## src/rtl/mem_arb_pkg.sv

```systemverilog
// rtl/mem_arb_pkg.sv - shared types and constants for the ctrl/jtag memory port arbiter
package mem_arb_pkg;

  localparam int MEM_ADDR_BITS = 16;
  localparam int MEM_DATA_BITS = 8;
  localparam int RD_LAT        = 2;

  typedef enum logic {
    PORT_CTRL = 1'b0,
    PORT_JTAG = 1'b1
  } port_id_t;

  typedef struct packed {
    logic                     we;
    logic [MEM_ADDR_BITS-1:0] addr;
    logic [MEM_DATA_BITS-1:0] wdata;
  } mem_req_t;

  // One entry per in-flight read; oob forces the returned data to zero.
  typedef struct packed {
    logic     valid;
    port_id_t owner;
    logic     oob;
  } rd_tag_t;

endpackage

```

## src/rtl/mem_port_arbiter_if.sv

```systemverilog
// rtl/mem_port_arbiter_if.sv - requester-side memory port: valid/grant request plus rvalid-tagged read return
interface mem_port_if
  import mem_arb_pkg::*;
#(
  parameter int ADDR_BITS = MEM_ADDR_BITS,
  parameter int DATA_BITS = MEM_DATA_BITS
);
  logic                 req;
  logic                 we;
  logic [ADDR_BITS-1:0] addr;
  logic [DATA_BITS-1:0] wdata;
  logic                 gnt;
  logic                 rvalid;
  logic [DATA_BITS-1:0] rdata;

  modport master (output req, we, addr, wdata, input gnt, rvalid, rdata);
  modport slave  (input req, we, addr, wdata, output gnt, rvalid, rdata);
endinterface

```

## src/rtl/mem_arb_rr.sv

```systemverilog
// rtl/mem_arb_rr.sv - combinational grant (ctrl priority when busy, else round-robin) and rr_last register
module mem_arb_rr
  import mem_arb_pkg::*;
(
  input  logic clk,
  input  logic aclr_n,
  input  logic ctrl_req,
  input  logic jtag_req,
  input  logic ctrl_busy,
  output logic ctrl_gnt,
  output logic jtag_gnt
);
  port_id_t rr_last;

  always_comb begin
    ctrl_gnt = ctrl_req && (ctrl_busy || !jtag_req || rr_last == PORT_JTAG);
    jtag_gnt = jtag_req && !ctrl_gnt;
  end

  always_ff @(posedge clk or negedge aclr_n) begin
    if (!aclr_n) begin
      rr_last <= PORT_JTAG;
    end else if (ctrl_gnt) begin
      rr_last <= PORT_CTRL;
    end else if (jtag_gnt) begin
      rr_last <= PORT_JTAG;
    end
  end
endmodule

```

## src/rtl/mem_port_arbiter.sv

```systemverilog
// rtl/mem_port_arbiter.sv - shared SRAM responder for ctrl and jtag ports, registered issue, 2-cycle read return
// Optional out-of-range trapping with sticky oob_err: define MEM_ARB_RANGE_CHECK_EN.
module mem_port_arbiter
  import mem_arb_pkg::*;
#(
  parameter int ADDR_BITS     = MEM_ADDR_BITS,
  parameter int DATA_BITS     = MEM_DATA_BITS,
  parameter int RAM_ADDR_BITS = 8
) (
  input  logic                     clk,
  input  logic                     aclr_n,
  mem_port_if.slave                ctrl,
  mem_port_if.slave                jtag,
  input  logic                     ctrl_busy,
  output logic                     ram_we,
  output logic [RAM_ADDR_BITS-1:0] ram_addr,
  output logic [DATA_BITS-1:0]     ram_wdata,
  input  logic [DATA_BITS-1:0]     ram_rdata,
  output logic                     oob_err
);
  logic                 ctrl_gnt;
  logic                 jtag_gnt;
  logic                 accept;
  logic                 req_oob;
  port_id_t             sel_owner;
  mem_req_t             sel;
  rd_tag_t              tag_q [RD_LAT];
  logic                 ctrl_rvalid;
  logic                 jtag_rvalid;
  logic [DATA_BITS-1:0] rdata_eff;
  logic [DATA_BITS-1:0] ctrl_rdata_q;
  logic [DATA_BITS-1:0] jtag_rdata_q;

  mem_arb_rr u_rr (
    .clk       (clk),
    .aclr_n    (aclr_n),
    .ctrl_req  (ctrl.req),
    .jtag_req  (jtag.req),
    .ctrl_busy (ctrl_busy),
    .ctrl_gnt  (ctrl_gnt),
    .jtag_gnt  (jtag_gnt)
  );

  assign ctrl.gnt = ctrl_gnt;
  assign jtag.gnt = jtag_gnt;
  assign accept   = ctrl_gnt | jtag_gnt;

  always_comb begin
    sel_owner = PORT_JTAG;
    sel       = '{we: jtag.we, addr: jtag.addr, wdata: jtag.wdata};
    if (ctrl_gnt) begin
      sel_owner = PORT_CTRL;
      sel       = '{we: ctrl.we, addr: ctrl.addr, wdata: ctrl.wdata};
    end
  end

`ifdef MEM_ARB_RANGE_CHECK_EN
  assign req_oob = |sel.addr[ADDR_BITS-1:RAM_ADDR_BITS];

  always_ff @(posedge clk or negedge aclr_n) begin
    if (!aclr_n) begin
      oob_err <= 1'b0;
    end else if (accept && req_oob) begin
      oob_err <= 1'b1;
    end
  end
`else
  logic unused_addr_hi;
  assign unused_addr_hi = ^sel.addr[ADDR_BITS-1:RAM_ADDR_BITS];
  assign req_oob        = 1'b0;
  assign oob_err        = 1'b0;
`endif

  // Trapped requests leave the SRAM address/data untouched and never write.
  always_ff @(posedge clk or negedge aclr_n) begin
    if (!aclr_n) begin
      ram_we    <= 1'b0;
      ram_addr  <= '0;
      ram_wdata <= '0;
      for (int i = 0; i < RD_LAT; i++) begin
        tag_q[i] <= '0;
      end
    end else begin
      ram_we <= accept && sel.we && !req_oob;
      if (accept && !req_oob) begin
        ram_addr  <= sel.addr[RAM_ADDR_BITS-1:0];
        ram_wdata <= sel.wdata;
      end
      tag_q[0] <= '{valid: accept && !sel.we, owner: sel_owner, oob: req_oob};
      for (int i = 1; i < RD_LAT; i++) begin
        tag_q[i] <= tag_q[i-1];
      end
    end
  end

  assign ctrl_rvalid = tag_q[RD_LAT-1].valid && (tag_q[RD_LAT-1].owner == PORT_CTRL);
  assign jtag_rvalid = tag_q[RD_LAT-1].valid && (tag_q[RD_LAT-1].owner == PORT_JTAG);
  assign rdata_eff   = tag_q[RD_LAT-1].oob ? '0 : ram_rdata;

  // SRAM data only arrives in the rvalid cycle, so it is passed through then and held afterwards.
  always_ff @(posedge clk or negedge aclr_n) begin
    if (!aclr_n) begin
      ctrl_rdata_q <= '0;
      jtag_rdata_q <= '0;
    end else begin
      if (ctrl_rvalid) begin
        ctrl_rdata_q <= rdata_eff;
      end
      if (jtag_rvalid) begin
        jtag_rdata_q <= rdata_eff;
      end
    end
  end

  assign ctrl.rvalid = ctrl_rvalid;
  assign jtag.rvalid = jtag_rvalid;
  assign ctrl.rdata  = ctrl_rvalid ? rdata_eff : ctrl_rdata_q;
  assign jtag.rdata  = jtag_rvalid ? rdata_eff : jtag_rdata_q;
endmodule

```

## src/flat_wrapper.sv

```systemverilog
// flat-port wrapper written by rule: the top's interface ports become plain ports
module mem_port_arbiter_flat import mem_arb_pkg::*;
#(
  parameter int ADDR_BITS     = MEM_ADDR_BITS,
  parameter int DATA_BITS     = MEM_DATA_BITS,
  parameter int RAM_ADDR_BITS = 8
)
  (clk, aclr_n, ctrl_busy, ram_we, ram_addr, ram_wdata, ram_rdata, oob_err, ctrl_req, ctrl_we, ctrl_addr, ctrl_wdata, ctrl_gnt, ctrl_rvalid, ctrl_rdata, jtag_req, jtag_we, jtag_addr, jtag_wdata, jtag_gnt, jtag_rvalid, jtag_rdata);
  mem_port_if #(.ADDR_BITS(ADDR_BITS), .DATA_BITS(DATA_BITS)) ctrl_i ();
  mem_port_if #(.ADDR_BITS(ADDR_BITS), .DATA_BITS(DATA_BITS)) jtag_i ();
  input  logic clk;
  input  logic aclr_n;
  input  logic ctrl_busy;
  output logic ram_we;
  output logic [RAM_ADDR_BITS-1:0] ram_addr;
  output logic [DATA_BITS-1:0] ram_wdata;
  input  logic [DATA_BITS-1:0] ram_rdata;
  output logic oob_err;
  input wire logic [$bits(ctrl_i.req)-1:0] ctrl_req;
  input wire logic [$bits(ctrl_i.we)-1:0] ctrl_we;
  input wire logic [$bits(ctrl_i.addr)-1:0] ctrl_addr;
  input wire logic [$bits(ctrl_i.wdata)-1:0] ctrl_wdata;
  output wire logic [$bits(ctrl_i.gnt)-1:0] ctrl_gnt;
  output wire logic [$bits(ctrl_i.rvalid)-1:0] ctrl_rvalid;
  output wire logic [$bits(ctrl_i.rdata)-1:0] ctrl_rdata;
  input wire logic [$bits(jtag_i.req)-1:0] jtag_req;
  input wire logic [$bits(jtag_i.we)-1:0] jtag_we;
  input wire logic [$bits(jtag_i.addr)-1:0] jtag_addr;
  input wire logic [$bits(jtag_i.wdata)-1:0] jtag_wdata;
  output wire logic [$bits(jtag_i.gnt)-1:0] jtag_gnt;
  output wire logic [$bits(jtag_i.rvalid)-1:0] jtag_rvalid;
  output wire logic [$bits(jtag_i.rdata)-1:0] jtag_rdata;
  assign ctrl_i.req = ctrl_req;
  assign ctrl_i.we = ctrl_we;
  assign ctrl_i.addr = ctrl_addr;
  assign ctrl_i.wdata = ctrl_wdata;
  assign ctrl_gnt = ctrl_i.gnt;
  assign ctrl_rvalid = ctrl_i.rvalid;
  assign ctrl_rdata = ctrl_i.rdata;
  assign jtag_i.req = jtag_req;
  assign jtag_i.we = jtag_we;
  assign jtag_i.addr = jtag_addr;
  assign jtag_i.wdata = jtag_wdata;
  assign jtag_gnt = jtag_i.gnt;
  assign jtag_rvalid = jtag_i.rvalid;
  assign jtag_rdata = jtag_i.rdata;
  mem_port_arbiter #(.ADDR_BITS(ADDR_BITS), .DATA_BITS(DATA_BITS), .RAM_ADDR_BITS(RAM_ADDR_BITS)) u_core (.clk(clk), .aclr_n(aclr_n), .ctrl(ctrl_i), .jtag(jtag_i), .ctrl_busy(ctrl_busy), .ram_we(ram_we), .ram_addr(ram_addr), .ram_wdata(ram_wdata), .ram_rdata(ram_rdata), .oob_err(oob_err));
endmodule
```

## config.mk

```make
export PLATFORM = sky130hd
export DESIGN_NAME = mem_port_arbiter_flat
export DESIGN_NICKNAME = d
export VERILOG_FILES = /design/src/rtl/mem_arb_pkg.sv /design/src/rtl/mem_port_arbiter_if.sv /design/src/rtl/mem_arb_rr.sv /design/src/rtl/mem_port_arbiter.sv /design/src/flat_wrapper.sv
export SDC_FILE = /design/constraint.sdc
export NUM_CORES = 1
export LEC_CHECK = 0
export ABC_AREA = 1
export CAP_MARGIN = 20
export CORE_MARGIN = 8
export CORE_UTILIZATION = 39
export DETAILED_ROUTE_END_ITERATION = 8
export PLACE_DENSITY = 0.94
export SETUP_SLACK_MARGIN = 0.3
export SYNTH_ARGS = -nofsm -noshare
export SYNTH_HDL_FRONTEND = slang
export SYNTH_HIERARCHICAL = 1
export SYNTH_SLANG_ARGS = --single-unit
```

## constraint.sdc

```tcl
create_clock -name clk -period 2.06 [get_ports clk]
set_clock_uncertainty 0.1 [all_clocks]
set_input_delay 0.412 -clock clk [delete_from_list [all_inputs] [get_ports clk]]
set_output_delay 0.412 -clock clk [all_outputs]
set_load 0.005 [all_outputs]
```

Word level (Yosys, flattened, before mapping):

Index checks and enable logic that the tools add are counted.

* mux-type cells: 6
* bitwise logic cells: 2
* reductions and logical operators: 12

Operators with widths (number)
* 25-bit two-way mux: 1
* 8-bit two-way mux: 2
* 1-bit logical AND: 6
* 1-bit logical NOT: 3
* 1-bit two-way mux: 3
* 1-bit logical OR: 2
* 2-bit nonzero test: 1
* 1-bit NOT: 1
* 1-bit bitwise OR: 1

* register bits: 38
* bits of input ports: 63
* logic and storage cells: 30
* output and inout bits: 38

Longest topological paths before layout:

Gate-level depths: netlist (run 1).

* depth in word-level cells: 8
* mapped depth: 9

Cells and area by module:

Netlist (run 1), hierarchy kept.

By module, submodules not included
* mem_port_arbiter: sequential area each 925.9 um^2, area each 1525.2 um^2, cells an instance 170, times used 1
* mem_arb_rr: sequential area each 26.3 um^2, area each 68.8 um^2, cells an instance 10, times used 1

Worst setup path after synthesis (run 1):

No wires, ideal clock.

* path type: flip-flop to flip-flop
* start point: register u_core.u_rr.rr_last
* end point: register u_core.ram_addr[0]
* period minus slack after synthesis: 1.428 ns
* required time: 1.836 ns
* path slack: 0.632 ns
* arrival time: 1.204 ns
* stages on the path, launching flop included: 10
* path buffers: 2
* cells stage by stage: dfstp_2 inv_1 nand3_2 nand2_1 inv_1 buf_6 inv_4 buf_6 nand3_1 nand3_1

* word-level cells in the longest chain between the ends: 5
* elaborated cells between the ends (all ways): 6

RTL lines
* start: declaration: RTL line mem_arb_rr.sv:13 `port_id_t rr_last;`
* start signal: assignment: RTL line mem_arb_rr.sv:22 `rr_last <= PORT_JTAG;`
* start signal: assignment: RTL line mem_arb_rr.sv:24 `rr_last <= PORT_CTRL;`
* start signal: assignment: RTL line mem_arb_rr.sv:26 `rr_last <= PORT_JTAG;`
* 1-bit logical OR (*): RTL line mem_arb_rr.sv:16 `ctrl_gnt = ctrl_req && (ctrl_busy || !jtag_req || rr_last == PORT_JTAG);`
* 1-bit logical AND (*): RTL line mem_arb_rr.sv:16
* via ctrl_gnt: RTL line flat_wrapper.sv:23 `output wire logic [$bits(ctrl_i.gnt)-1:0] ctrl_gnt;`
* 1-bit logical NOT: RTL line mem_arb_rr.sv:17 `jtag_gnt = jtag_req && !ctrl_gnt;`
* 1-bit logical AND: RTL line mem_arb_rr.sv:17
* 1-bit bitwise OR: RTL line mem_port_arbiter.sv:46 `assign accept = ctrl_gnt | jtag_gnt;`
* end signal: assignment: RTL line mem_port_arbiter.sv:86 `ram_addr <= sel.addr[RAM_ADDR_BITS-1:0];`
* end: declaration: RTL line mem_port_arbiter.sv:16 `output logic [RAM_ADDR_BITS-1:0] ram_addr,`

Mark *: on every way through the listed nets, which the timed path passes. The rest lies on a longest branch.
A chain may end at the register's enable or synchronous reset.

Final worst setup path (run 1):

* start point: register u_core/tag_q[1] (netlist name)
* end point: output ctrl_rdata[5]

* word-level cells in the longest chain between the ends: 3

RTL lines
* start: declaration: RTL line mem_port_arbiter.sv:27 `rd_tag_t tag_q [RD_LAT];`
* start signal: indexed assignment: RTL line mem_port_arbiter.sv:91 `tag_q[i] <= tag_q[i-1];`
* 1-bit NOT: RTL line mem_port_arbiter.sv:96 `assign ctrl_rvalid = tag_q[RD_LAT-1].valid && (tag_q[RD_LAT-1].owner == PORT_CTRL);`
* 1-bit logical AND: RTL line mem_port_arbiter.sv:96
* 8-bit two-way mux
* end: declaration: RTL line flat_wrapper.sv:25 `output wire logic [$bits(ctrl_i.rdata)-1:0] ctrl_rdata;`

Every way passes these cells.

==> results of run 1 <==
what timing repair did:
action                     CTS  global route
setup buffers               28             3
hold endpoints to repair    16             0
setup endpoints to repair   20            21
hold buffers                 1             0
resized for setup           94            37
pin swaps                   19            10
gates cloned                 2             0
cell families after synthesis:
group / after synthesis / synth area share (%)
other: 1 / 0.235
buffers and inverters: 15 / 5.89
AND/OR/NAND/NOR: 123 / 33.2
flip-flops: 38 / 59.7
AO/OA/AOI/OAI: 3 / 0.942
state kept, by name, summed over array words and instances (netlist names):
register and cells:
u_core/ram_addr 8, u_core/ram_wdata 8, u_core/ram_we 1, u_core/tag_q 4, u_core/ctrl_rdata_q 8, u_core/jtag_rdata_q 8
u_core/u_rr/rr_last 1
how the worst max path moves through the flow:
| stage | startpoint | to | slack, ns |
|---|---|---|---|
| CTS | ctrl_busy | jtag_gnt | 0.19 |
| finish | u_core/tag_q[1] | ctrl_rdata[5] | 0.14 |
| global route | u_core/tag_q[1] | ctrl_rdata[7] | 0.11 |
| detailed placement | jtag_req | jtag_gnt | -0.18 |
| floorplan | u_core/u_rr/rr_last | u_core/ram_addr[0] | 0.63 |
| global placement | jtag_req | jtag_gnt | -0.15 |
synth_stat cells (all sizes together):
library cell,number,share of area [%]
a21oi,3,0.94
buf,7,3.8
conb,1,0.24
dfrtp,37,58
dfstp,1,1.6
inv,8,2.0
nand2,86,20
nand3,33,11
nor2,4,2.1
per-layer routing:
metal | global-route usage (%) | vias to the layer above | part of all wire (%)
met2 | 31.8 | 88 | 50
met1 | 18.0 | 818 | 38
met5 | 0 | - | 0
met4 | 6.73 | 0 | 2.8
li1 | - | 806 | -
met3 | 6.87 | 21 | 8.7
layout by cell type, fill, tap and decap left out:
cell             count
buf_4               25
buf_12               1
a21oi_4              1
conb_1               1
dfrtp_1             35
nor2_4               2
inv_6                1
nor2_8               1
nand2_1             64
dlygate4sd2_1        2
buf_6               11
inv_4                2
dlygate4sd3_1        1
clkbuf_8             6
dfstp_2              1
nand3_4              1
inv_2                3
nor2_1               2
nand3_1             32
dfrtp_2              2
clkbuf_2             1
inv_1                2
nand2_2             16
a21oi_1              2
nand2_4              7
dlymetal6s2s_1       2
clkdlybuf4s50_1     59
buf_2               17
power breakdown:
group / switching, mW / internal, mW
registers: 0.0701 / 0.875
logic: 0.365 / 0.462
clock network: 0.233 / 0.258
total: 0.668 / 1.59
through the flow:
stage / worst slack, ns / cell area (sq um) / hold WS [ns] / instances / util, %
6_report: 0.142 / 2880 / 0.250 / 350 / 72.6
2_1_floorplan: 0.632 / 1590 / 0.0164 / 180 / -
5_1_grt: 0.110 / 2880 / 0.271 / 350 / 72.6
3_5_place_dp: -0.176 / 2470 / 0.253 / 310 / 62.1
3_3_place_gp: -0.145 / 2470 / 0.233 / 310 / 62.1
4_1_cts: 0.190 / 2780 / 0.277 / 347 / 69.9
critical path, delay by kind of cell (launching register included):
kind	cells	cell delay [ns]
DFF	1	0.46
buffers and inverters	2	0.27
and+or+nand+nor	3	0.39
cell type report:
| type | count | area [sq um] | share of cell area, % |
|---|---|---|---|
| well taps | 50 | 62.6 | 2.17 |
| flip-flops and latches | 38 | 955 | 33.1 |
| inverters | 8 | 40.0 | 1.39 |
| clock buffers | 6 | 82.6 | 2.87 |
| repair buffers | 119 | 1060 | 37.0 |
| multi-input cells | 129 | 677 | 23.5 |
==> impl_metrics.toml, run 1 <==
[floorplanning]
die_w_um = 79.9
die_area_sq_um = 6390
dieHeight_um = 79.9
row_count = 23
initial_core_util_pct = 40.1
core_sq_um = 3970
io_pins = 101

[setup_path]
crit_fanout = 5
crit_arrival_ns = 1.41
reg2reg_slack_ns = 0.24
path_cells = "buf_6 > nor2_4 > nand2_2 > nand2_2 > buf_2"
r2r_end = "u_core/ctrl_rdata_q[6]"
cpMaxStageDelayCell = "dfrtp_2"
r2r_start = "u_core/tag_q[1]"
cp-start-kind = "register"
worstSetupEndpointType = "output pin"
worstSetupPathType = "reg -> out"
slowest_delay_ns = 0.46
reg2reg_depth = 11
crit_top_cell = "nand2_2"
cp.required_ns = 1.55

[sta]
setup_tns_ns = 0
fmax_mhz = 521
grt_setup_unrepaired = "true"
fin_crit_ns = 1.92
hold_violations = 0
setup_viol = 0
slew_viol_final = 0
fin_crit_sh_pct = 93.1

[worst_hold_path]
min_path_type = "reg -> reg"
hold_path_startpoint = "u_core/tag_q[5]"
hold_end = "u_core/tag_q[2]"
hold_depth = 0

[route]
initialDrtViolationCount = 82
drc = 0
final_antenna_net_count = 0
vias_per_cell = 4.95
wl_um = 6250
via_count = 1733
first_pass_iters = 4
wl_per_cell_um = 17.9

[place]
place_congestion = 0.827
dp_hpwl_um = 3540
io_buffers = 83

[clocking]
max-clock-path-buffers = 2
cts_sinks = 38
insertion_delay_ns = 0.28
cts_made_buffers = 5
cts_tree = "yes"
cts_root_buffer = "clkbuf_8"
htree_levels = 2
clk_pin_slew_ns = 0.07

[power]
leakage_nw = 1.44
p_per_area_nw_per_um2 = 785
total_power_mw = 2.26
ir_worst_vdd_uv = 347

[global_routing]
grt_pass1_wl_um = 8780
overflow = 0
antenna_found_initial = 0
grt_max_degree = 22
grt_pass1_vias = 1782
grt_usage_pct = 17.7

[yosys]
synth.avg_cell_area_sq_um = 8.86
synth-seq-area-share_pct = 59.7
syn_nets = 243
yosys_warnings = 6
ys_ff_latch = 38
syn_area_sq_um = 1590
ys_types = 17
netlist_instances = 180

[outcome]
outcome = "finished clean"

[flow_run]
maxCapViolCount = 0

[final_layout]
antenna_cells = 0
fin_nets = 364
drive_gt1_share_pct = 32.7
syn2layout_area_growth_pct = 80.8
fillers = 257
Note: power is estimated with default switching activity, not from simulation.
==> run 2, diff against run 1 <==
Settings changed: RECOVER_POWER set to 100.
==> impl_metrics.toml, run 2 (synthesis gave the netlist of run 1 again) <==
[outcome]
outcome = "finished clean"

[sta]
grt_setup_unrepaired = "true"
worstMarginPinSlew_ns = 1.03
fmax_mhz = 510
setup_slack_ns = 0.0987
setup_viol = 0
hold_violations = 0
fin_crit_sh_pct = 95.2
slew_viol_final = 0
fin_crit_ns = 1.96
max_slew_margin_pct = 31.4

[clocking]
cts_tree = "yes"
insertion_delay_ns = 0.28
clk_pin_slew_ns = 0.07
cts_made_buffers = 5
cts_sinks = 38
max-clock-path-buffers = 2
htree_levels = 2
cts_root_buffer = "clkbuf_8"

[route]
wl_per_cell_um = 17.9
via_count = 1738
wl_um = 6260
first_pass_iters = 4
drc = 0
initialDrtViolationCount = 101
vias_per_cell = 4.97
final_antenna_net_count = 0

[final_layout]
fin_nets = 364
syn2layout_area_growth_pct = 76.8
layout_commonest_cell = "nand2_1"
fin_area_sq_um = 2820
layout_common_cells = "nand2_1 (72), clkdlybuf4s50_1 (42), dfrtp_1 (36)"
finalNonFillerCells = 350
antenna_cells = 0
drive_gt1_share_pct = 24.7

[global_routing]
grt_max_degree = 22
grt_pass1_wl_um = 8780
antenna_found_initial = 0
grt_usage_pct = 17.7
grt_pass1_vias = 1782
overflow = 0

[power]
ir_worst_vdd_uv = 345
p_sw_uw = 659
combPwrFrac_pct = 35.3
seq_power_share_pct = 42.5
p_int_mw = 1.55
clockPowerShare_pct = 22.1
p_per_area_nw_per_um2 = 785
leakage_nw = 1.42
switching_share_pct = 29.8

[floorplanning]
die_w_um = 79.9
core_sq_um = 3970
row_count = 23
initial_core_util_pct = 40.1
io_pins = 101
die_area_sq_um = 6390
dieHeight_um = 79.9

[place]
dpl-instance-area_sq_um = 2470
pre_cts_ws_ns = -0.176
place_inst = 310
dp_hpwl_um = 3540
io_buffers = 83
place_congestion = 0.827

[setup_path]
reg2reg_slack_ns = 0.16
r2r_start = "u_core/tag_q[1]"
r2r_end = "u_core/jtag_rdata_q[3]"
cp.required_ns = 1.55
crit_start = "u_core/tag_q[1]"
crit_fanout = 5
crit_arrival_ns = 1.45
worstSetupEndpoint = "ctrl_rdata[5]"
worstSetupPathType = "reg -> out"
cp-start-kind = "register"
worstSetupEndpointType = "output pin"
reg2reg_depth = 10

[worst_hold_path]
min_path_type = "reg -> reg"

[flow_run]
maxCapViolCount = 0
run 2: cell count changes in the layout (fill, tap and decap cells not counted), sizes merged:
cell / change
clkdlybuf4s50: -17
clkbuf: +15
buf: -15
dlygate4sd3: +17
run 2: worst min-delay path by stage:
stage | start | slack, ns | to | depth (start not counted)
2_1_floorplan | aclr_n | 0.02 | u_core/ctrl_rdata_q[0] | 0
3_3_place_gp | u_core/tag_q[4] | 0.23 | u_core/tag_q[1] | 0
3_5_place_dp | u_core/tag_q[5] | 0.25 | u_core/tag_q[2] | 0
4_1_cts | u_core/tag_q[5] | 0.28 | u_core/tag_q[2] | 0
5_1_grt | ctrl_req | 0.27 | u_core/u_rr/rr_last | 2
6_report | u_core/tag_q[5] | 0.25 | u_core/tag_q[2] | 0
run 2: through the flow:
step,util [%],TNS [ns],power [mW],hold slack (ns)
detailed placement,62.1,-0.330,1.54,0.253
floorplan,-,0,1.13,0.0164
global route,71.0,0,2.33,0.268
global placement,62.1,-0.205,1.52,0.233
CTS,69.9,0,2.14,0.277
finish,71.0,0,2.21,0.249
run 2: power by group through the flow:
| stage | sequential [mW] | combinational, mW | clock (mW) |
|---|---|---|---|
| 2_1_floorplan | 0.930 | 0.201 | 0 |
| 3_3_place_gp | 0.925 | 0.596 | 0 |
| 3_5_place_dp | 0.933 | 0.609 | 0 |
| 4_1_cts | 0.924 | 0.713 | 0.503 |
| 5_1_grt | 0.952 | 0.834 | 0.539 |
| 6_report | 0.941 | 0.782 | 0.490 |
run 2: timing repair:
action / CTS / global route
hold endpoints to repair: 16 / 0
pin swaps: 19 / 10
gates resized for setup: 94 / 37
hold buffers: 1 / 0
gates cloned: 2 / 0
setup endpoints to repair: 20 / 21
buffers inserted: 28 / 3
run 2: area by class of cell:
cell class                      count  area, sq um
Clock buffer                        6         82.6
Fill cell                         281         1150
Inverter                            8         40.0
Multi-Input combinational cell    129          646
Sequential cell                    38          953
Tap cell                           50         62.6
Timing Repair Buffer              119         1030
run 2: worst max-delay path: stages (launching register included):
cell     delay (ns)
dfrtp_1        0.47
buf_6          0.17
nor2_4         0.19
nand2_1        0.12
nand2_2        0.10
buf_2          0.12
run 2: per-layer routing:
layer	vias up	share of wire (%)	global-route usage (%)
met5	-	0	0
met4	0	2.4	6.73
met3	17	10	6.87
met2	86	50	31.8
met1	828	37	18.0
li1	807	-	-
